--- config.mk ---
export PLATFORM = sky130hd
export DESIGN_NAME = adder_inc
export DESIGN_NICKNAME = d
export VERILOG_FILES = /design/src/rtl/adder_inc.sv
export SDC_FILE = /design/constraint.sdc
export NUM_CORES = 1
export LEC_CHECK = 0
export CAP_MARGIN = 30
export CORE_MARGIN = 2
export CORE_UTILIZATION = 29
export DETAILED_ROUTE_END_ITERATION = 16
export PLACE_DENSITY_LB_ADDON = 0.12
export SYNTH_ARGS = -nofsm -noshare
export SYNTH_HDL_FRONTEND = slang
export SYNTH_SLANG_ARGS = --single-unit
--- constraint.sdc ---
create_clock -name vclk -period 3.15
set_input_delay 0.945 -clock vclk [all_inputs]
set_output_delay 0.945 -clock vclk [all_outputs]
set_load 0.02 [all_outputs]
--- src/rtl/adder_inc.sv ---
// ---------------------------------------------------------------------------
// adder_inc
//   Parameterised WIDTH-bit incrementer: {cout, out} = a + en.
//   The carry into each bit is the prefix AND of the lower operand bits,
//   gated by en. It is built as a Kogge-Stone parallel-prefix tree of
//   ceil(log2(WIDTH)) levels, so depth grows logarithmically with WIDTH.
//   The tree works for any WIDTH >= 1, including non-powers of two.
//
//   Parameters
//     WIDTH   : operand/result width in bits (>= 1)
//     LATENCY : 0 = combinational outputs, 1 = one output register stage
//
//   Ports
//     clk  : clock, only used when LATENCY = 1
//     rst  : synchronous active-high reset, only used when LATENCY = 1
//     a    : operand
//     out  : a + en, modulo 2^WIDTH
//     en   : increment enable / carry-in (0 passes a through)
//     cout : carry out of bit WIDTH-1 (may be left unconnected)
// ---------------------------------------------------------------------------
module adder_inc #(
    parameter int WIDTH   = 32,
    parameter int LATENCY = 0
) (
    input  logic             clk,
    input  logic             rst,
    input  logic [WIDTH-1:0] a,
    output logic [WIDTH-1:0] out,
    input  logic             en,
    output logic             cout
);

    // A single-bit operand needs no prefix levels at all.
    localparam int LEVELS = (WIDTH > 1) ? $clog2(WIDTH) : 0;

    // Row k holds, for each bit i, the AND of a[i] down to a[i-2^k+1]
    // (saturating at bit 0). The last row is the full inclusive prefix AND.
    logic [LEVELS:0][WIDTH-1:0] prefix_tree;
    logic [WIDTH-1:0]           carry;
    logic [WIDTH-1:0]           out_d;
    logic                       cout_d;

    // Kogge-Stone prefix tree. Each level combines every bit with the bit
    // 2^lvl positions below it. Bits with no partner at that distance
    // already hold their full prefix and pass straight through.
    always_comb begin
        prefix_tree    = '0;
        prefix_tree[0] = a;
        for (int lvl = 0; lvl < LEVELS; lvl++) begin
            for (int i = 0; i < WIDTH; i++) begin
                if (i >= (1 << lvl)) begin
                    prefix_tree[lvl+1][i] = prefix_tree[lvl][i]
                                          & prefix_tree[lvl][i-(1 << lvl)];
                end else begin
                    prefix_tree[lvl+1][i] = prefix_tree[lvl][i];
                end
            end
        end
    end

    // The carry into bit i is en ANDed with the prefix AND of a[i-1:0].
    // en is applied after the tree. This keeps the tree at
    // ceil(log2(WIDTH)) levels rather than one more for the carry-in.
    always_comb begin
        carry    = '0;
        carry[0] = en;
        for (int i = 1; i < WIDTH; i++) begin
            carry[i] = en & prefix_tree[LEVELS][i-1];
        end
        out_d  = a ^ carry;
        cout_d = en & prefix_tree[LEVELS][WIDTH-1];
    end

    generate
        if (LATENCY == 0) begin : g_comb
            // clk and rst are intentionally unused in the combinational form.
            logic unused_clk_rst;
            assign unused_clk_rst = clk ^ rst;
            assign out            = out_d;
            assign cout           = cout_d;
        end else if (LATENCY == 1) begin : g_reg
            logic [WIDTH-1:0] out_q;
            logic             cout_q;

            // Single output register stage. Reset wins over new data at the
            // same edge. A new operand is accepted every cycle.
            always_ff @(posedge clk) begin
                if (rst) begin
                    out_q  <= '0;
                    cout_q <= 1'b0;
                end else begin
                    out_q  <= out_d;
                    cout_q <= cout_d;
                end
            end

            assign out  = out_q;
            assign cout = cout_q;
        end else begin : g_bad_latency
            $error("adder_inc: LATENCY must be 0 or 1");
        end
    endgenerate

endmodule

==> out/results.txt, run 1 <==
Worst slew pin tran -> 0.5962 ns
Seq/Total Area, Yosys -> 0%
Outcome -> finished with violations
I/O pin count -> 68
CLK BUF -> 0
Final Instance Count excl. Fillers -> 243
Die width -> 53.42 um
Final setup viols -> 23
Ys Warns -> 0
Pre-Repair DR Iteration Count -> 4
Cell Pwr Density -> 110.6 nW/um^2
Commonest non-fill, non-tap cell in the layout -> buf_4
Final setup TNS -> -7.172 ns
Leakage Power -> 0.001072 uW
Die height -> 53.42 um
Post-synth cell types -> 20
Global placer's final weighted congestion -> 0.7087
Max Cap Viol -> 0
WL/cell -> 22.43 um
Final min period -> 3.601 ns
DP Wirelength -> 2603 um
PnR worst setup slack -> -0.4506 ns
Crit path DAT -> 2.66 ns
Vias in the first global route -> 1372
GR Util All Layers -> 33.59%
Die ar. -> 2853 um^2
FF/Latch Area -> 0 um^2
DP Area -> 1889 um^2
Placement Setup Slack -> -1.274 ns
Initial antenna violation count -> 0
Yosys top cell area share -> 19.79%
Commonest cells after routing, fill and taps aside -> buf_4, buf_6, xor2_2
Dpl cells -> 230
Area Overhead vs Synth -> 201.8%
# DRC -> 0
Nets -> 253
Ratio of cells with drive above 1 in the final layout -> 70.23%
Final critical-path share of the clock period -> 114.3%
Largest net degree at the start of global routing -> 12
Synth Area per Inst -> 7.615 um^2
Initial DRC count -> 35
F_max -> 277.7 MHz
Worst Hold Class -> primary input to output pin
CP Class -> primary input to output pin
WL final -> 5450 um
RSZ-0062 raised after global routing -> yes
Post-Syn Area -> 708.2 um^2
CP required -> 2.20 ns
Cells after Synth -> 93
Remaining global-route overflow -> 0
Num rows -> 17
Initial Util -> 31.41%
Vias/cell -> 5.654
Peak supply drop -> 0.00009747 V
Area leader, netlist -> xnor2_1
First-pass GRT wire length -> 6893 um
Port-buffer cells -> 66
Synth area leaders -> xnor2_1, xor2_1, nor3_2
Worst Setup End Kind -> output pin
Final Hold Fails -> 0
Post-route ant nets -> 0
N_diodes -> 0
CP Launch Type -> primary input
Post-CTS Hold Buffers -> 0
Max-slew headroom -> 60.16%
Layout sequential cell count -> 0
Maximum fanout along the worst path -> 7
Finished Cell Area -> 2137 um^2
Slew Limit Fails -> 0
Synthesized Nets -> 129
Core Region -> 2255 um^2
Failing checks -> setup timing
Vias -> 1374
[path summary, 6_finish.rpt]
check	from	endpoint	cells past startpoint
setup / recovery	a[11]	out[19]	8
hold / removal	a[24]	out[24]	3
[synthesized netlist by cell type, types with 2 or more instances]
master,n
nand4_1,8
inv_1,5
nor4_2,6
nor2_1,4
nand2_1,9
xnor2_1,16
and4_1,3
nand3_1,8
nor3_2,8
xor2_1,15
nor3_1,2
[final cells by class]
class | count | area (um^2)
fill | 59 | 117.6
inverter | 5 | 18.77
multi-input combinational | 85 | 954.7
tap | 28 | 35.03
timing repair buffer | 125 | 1129
[critical path: stages]
cell and delay [ns]:
buf_8 0.08, and4_1 0.23, or4b_4 0.54, buf_12 0.18
buf_6 0.12, nor3_4 0.25, xnor2_2 0.14, buf_4 0.16
[per-stage QoR]
step / hold slack, ns / power, uW / util [%]
finish: 2.165 / 236.3 / 94.78
global route: 2.174 / 244.1 / 94.78
CTS: 2.158 / 216.3 / 92.51
detailed placement: 3.016 / 217.8 / 83.80
global placement: 3.006 / 211.9 / 83.80
floorplan: 1.977 / 70.97 / -
[kinds of logic after synthesis]
kind of cell | share of synthesized area [%]
XOR/XNOR | 38.34
adder cells (fa/ha/maj) | 1.767
AND/OR/NAND/NOR | 52.83
buffers and inverters | 7.066
[repair_timing]
action,CTS,global route
setup endpoints to repair,33,26
resized for setup,270,20
gates cloned,1,0
pin swaps,25,9
setup buffers,10,3
[per-layer routing]
metal	GRT usage, %	part of all wire, %
met1	36.82	33
met2	66.67	53
met3	2.542	5.9
met4	9.829	8.8
met5	0	0
[power by group]
part	switching [uW]	internal [uW]	leakage, uW
Clock	0	0	0
Combinational	118	118	0.00107
Sequential	0	0	0
No activity file was read; power rests on OpenSTA's default activity.
==> inputs of run 2 (changes only) <==
Settings changed: CAP_MARGIN 30 to 25.
==> results of run 2 <==
Final layout, timing and power as in run 1 (identical DEF).
==> inputs of run 3 (changes only) <==
Settings changed: CORE_UTILIZATION 29 to 34, RECOVER_POWER from default to 50.
Clock period 3.15 ns to 4.6 ns, I/O delays scaled along.
==> run 3 against run 2 <==
The run now ends clean. Largest cell class unchanged. Sequential share of layout area unchanged. Utilization decreased by 14 points. First-iteration DRC count decreased by 69%. Wire length decreased by 45%. Critical endpoint is now out[27]. Critical path type unchanged. Total power decreased by 48%. Cell area decreased by 26%. Via count decreased by 21%. Combinational power decreased by 47%. Flip-flop and latch count unchanged. Hold slack improved by 0.96 ns.
==> out/results.txt, run 3 (synthesis results as in run 1) <==
F_max -> 219.8 MHz
Crit path DAT -> 3.17 ns (+0.51 ns)
Post-CTS Hold Buffers -> 0 (unchanged)
Commonest cells after routing, fill and taps aside -> buf_4, clkdlybuf4s50_1, xnor2_1
Remaining global-route overflow -> 0 (unchanged)
Filler Cell Count -> 129 (+120%)
Vias in the first global route -> 1095 (-20%)
FF/Latch Area -> 0 um^2 (unchanged)
CLK BUF -> 0 (unchanged)
Sw Share -> 49.60% (-0.47 points)
Final critical-path share of the clock period -> 98.92%
Dpl cells -> 215 (-6.5%)
Vias/cell -> 4.995 (-12%)
Share of power burned in registers -> 0% (unchanged)
PnR worst setup slack -> 0.04967 ns (+0.5003 ns)
Initial antenna violation count -> 0 (unchanged)
Die ar. -> 2464 um^2 (-14%)
Global placer's final weighted congestion -> 0.7801 (+10%)
Outcome -> finished, final reports clean
Maximum fanout along the worst path -> 5 (-2)
Peak supply drop -> 0.00005643 V (-42%)
Layout sequential cell count -> 0 (unchanged)
Ratio of cells with drive above 1 in the final layout -> 37.89% (-32 points)
DP Area -> 1612 um^2 (-15%)
GRT met1 Usage -> 25.27% (-12 points)
N_diodes -> 0 (unchanged)
CP Launch Type -> primary input
Worst slew pin tran -> 0.2748 ns (-0.3214 ns)
Final Instance Count excl. Fillers -> 217 (-11%)
WL/cell -> 13.88 um (-38%)
Pre-Repair DR Iteration Count -> 5 (+1)
CP required -> 3.22 ns (+1.02 ns)
GR Util All Layers -> 23.93% (-9.7 points)
First-pass GRT wire length -> 4809 um (-30%)
Final setup viols -> 0 (-100%)
Max-slew headroom -> 81.62% (+21 points)
WL final -> 3012 um (-45%)
Largest net degree at the start of global routing -> 12 (unchanged)
Final setup TNS -> 0 ns (+7.172 ns)
Port-buffer cells -> 66 (unchanged)
Worst Hold Class -> primary input to output pin
CP Class -> primary input to output pin
Num rows -> 16 (-1)
Area Overhead vs Synth -> 123.9%
Met3 global-route usage -> 3.636% (+1.1 points)
DP Wirelength -> 2356 um (-9.5%)
Die height -> 49.64 um (-7.1%)
Clock share of power -> 0% (unchanged)
Leakage Power -> 0.0007088 uW (-34%)
Comb pwr share -> 100.0% (about the same)
Max Cap Viol -> 0 (unchanged)
Final min period -> 4.550 ns
Initial DRC count -> 11 (-69%)
Vias -> 1084 (-21%)
Slew Limit Fails -> 0 (unchanged)
Die width -> 49.64 um (-7.1%)
Final Hold Fails -> 0 (unchanged)
Post-route ant nets -> 0 (unchanged)
Initial Util -> 36.10% (+4.7 points)
NetSw -> 61.27 uW (-48%)
Finished Cell Area -> 1585 um^2 (-26%)
Int Pwr -> 62.26 uW (-47%)
Cell Pwr Density -> 77.92 nW/um^2 (-30%)
# DRC -> 0 (unchanged)
GRT Max-Usage Layer -> met2
Nets -> 228 (-9.9%)
Total power -> 123.5 uW (-48%)
M2 GR Usage -> 48.89% (-18 points)
Core Region -> 1962 um^2 (-13%)
Placement Setup Slack -> -0.7332 ns (+0.5404 ns)
I/O pin count -> 68 (unchanged)
Commonest non-fill, non-tap cell in the layout -> buf_4
Worst Setup End Kind -> output pin
[run 3: cell count changes in the layout (fill, tap and decap cells not counted), moves of 5 or more]
cell,before,now
buf_4,59,33
buf_6,27,1
clkdlybuf4s50_1,6,21
xor2_1,4,15
xor2_2,11,0
nor3_4,9,0
dlygate4sd3_1,0,8
nor3_2,0,8
dlygate4sd2_1,7,14
xnor2_1,10,16
xnor2_2,6,0
clkbuf_1,0,5
[run 3: path summary, 6_finish.rpt]
kind,from,endpoint,slack (ns),depth (start not counted)
max,a[16],out[27],0.05,6
min,a[11],out[11],3.12,3
[run 3: power by group through the flow]
stage               logic [uW]  registers, uW  clock network, uW
floorplan                 43.8              0                  0
global placement           132              0                  0
detailed placement         135              0                  0
CTS                        127              0                  0
global route               131              0                  0
finish                     124              0                  0
[run 3: metal layers]
| metal | part of all wire [%] | vias up |
|---|---|---|
| met5 | 0 | - |
| met4 | 1.2 | 0 |
| met3 | 5.5 | 4 |
| met2 | 56 | 41 |
| met1 | 37 | 508 |
| li1 | - | 531 |
[run 3: per-stage QoR]
| step | hold WS (ns) | util (%) |
|---|---|---|
| floorplan | 2.887 | - |
| global placement | 3.844 | 82.14 |
| detailed placement | 3.853 | 82.14 |
| CTS | 3.400 | 82.02 |
| global route | 3.145 | 80.80 |
| finish | 3.122 | 80.80 |
[run 3: layout make-up]
| type | instances | area, um^2 | area share, % |
|---|---|---|---|
| multi-input cells | 85 | 713.2 | 44.99 |
| inverters | 5 | 18.77 | 1.184 |
| well taps | 27 | 33.78 | 2.131 |
| repair buffers | 100 | 819.5 | 51.70 |
[run 3: repair_timing]
item                       4_1_cts  5_1_grt
hold endpoints to repair         0        0
gates resized for setup         92       20
gates cloned                     1        0
pin swaps                        8        3
setup endpoints to repair       27       19
buffers inserted                 0        1
[run 3: worst max-delay path, cell delays in order]
cell	delay [ns]
clkdlybuf4s50_1	0.52
nand3_1	0.14
or4_4	0.59
nor2_1	0.14
xnor2_1	0.13
clkdlybuf4s15_2	0.27
==> RTL change, RTL diff (flow settings as in run 2) <==
`WIDTH`: 32 -> 128.
--- a/src/rtl/adder_inc.sv
+++ b/src/rtl/adder_inc.sv
@@ -21,3 +21,3 @@
 module adder_inc #(
-    parameter int WIDTH   = 32,
+    parameter int WIDTH   = 128,
     parameter int LATENCY = 0
Interface: changed (resized a and out); port bits go from 68 to 260. The function was not compared with the original's and may differ.
==> RTL change against run 2 <==
The flow now stops in 4_1_cts; area after synthesis rose to 5.1 times the old value.
==> RTL change: results (changes against run 2) <==
Synthesis
  • Synth cell types: 28 (+40%)
  • Synth top cells by count: nand4_1 (87), xnor2_1 (67), xor2_1 (59), nand3_1 (55), nor3_1 (51)
  • Largest cells by area after synthesis: xnor2_1 (16%), nand4_1 (15%), xor2_1 (14%)
  • Ys Warns: 0 (unchanged)
  • Seq/Total Area, Yosys: 0 (unchanged)
  • Net Count, Synth: 709 (+450%)

Placed design
  • Buffers on Ports: 258 (+290%)
  • Dpl hpwl: 21,500 um (+730%)
  • Post-place setup slack: -1.80 ns (-0.526 ns)
  • Routability congestion estimate: 1.01 (+42%)

Clock network
  • Post-CTS Setup Bufs: 104 (+94)
  • Post-cts sizing count: 1,431 (+430%)

Outcome
  • Outcome: stopped before the end
  • Error msg: [ERROR DPL-0033] detailed placement checks failed during check placement.
  • Failing step: 4_1_cts
==> RTL change: cell count changes after synthesis, sizes merged, moves of 17 or more <==
cell	change
nor3	+41
and3	+22
xor2	+44
nand3	+47
nand2	+39
nor2	+32
nor4	+47
xnor2	+52
clkbuf	+17
nand4	+80
==> RTL change: through the flow <==
step | util | cells | cell area [um2]
after global placement | 0.815 | 1317 | 9870
after detailed placement | 0.815 | 1317 | 9870
after floorplan | - | 577 | 4680
==> RTL change: cells by family after synthesis <==
| logic type | share of synthesized area |
|---|---|
| and+or+nand+nor | 0.646 |
| adders and majority gates | 0.00345 |
| xor gates and xnor gates | 0.309 |
| buffers and inverters | 0.0424 |
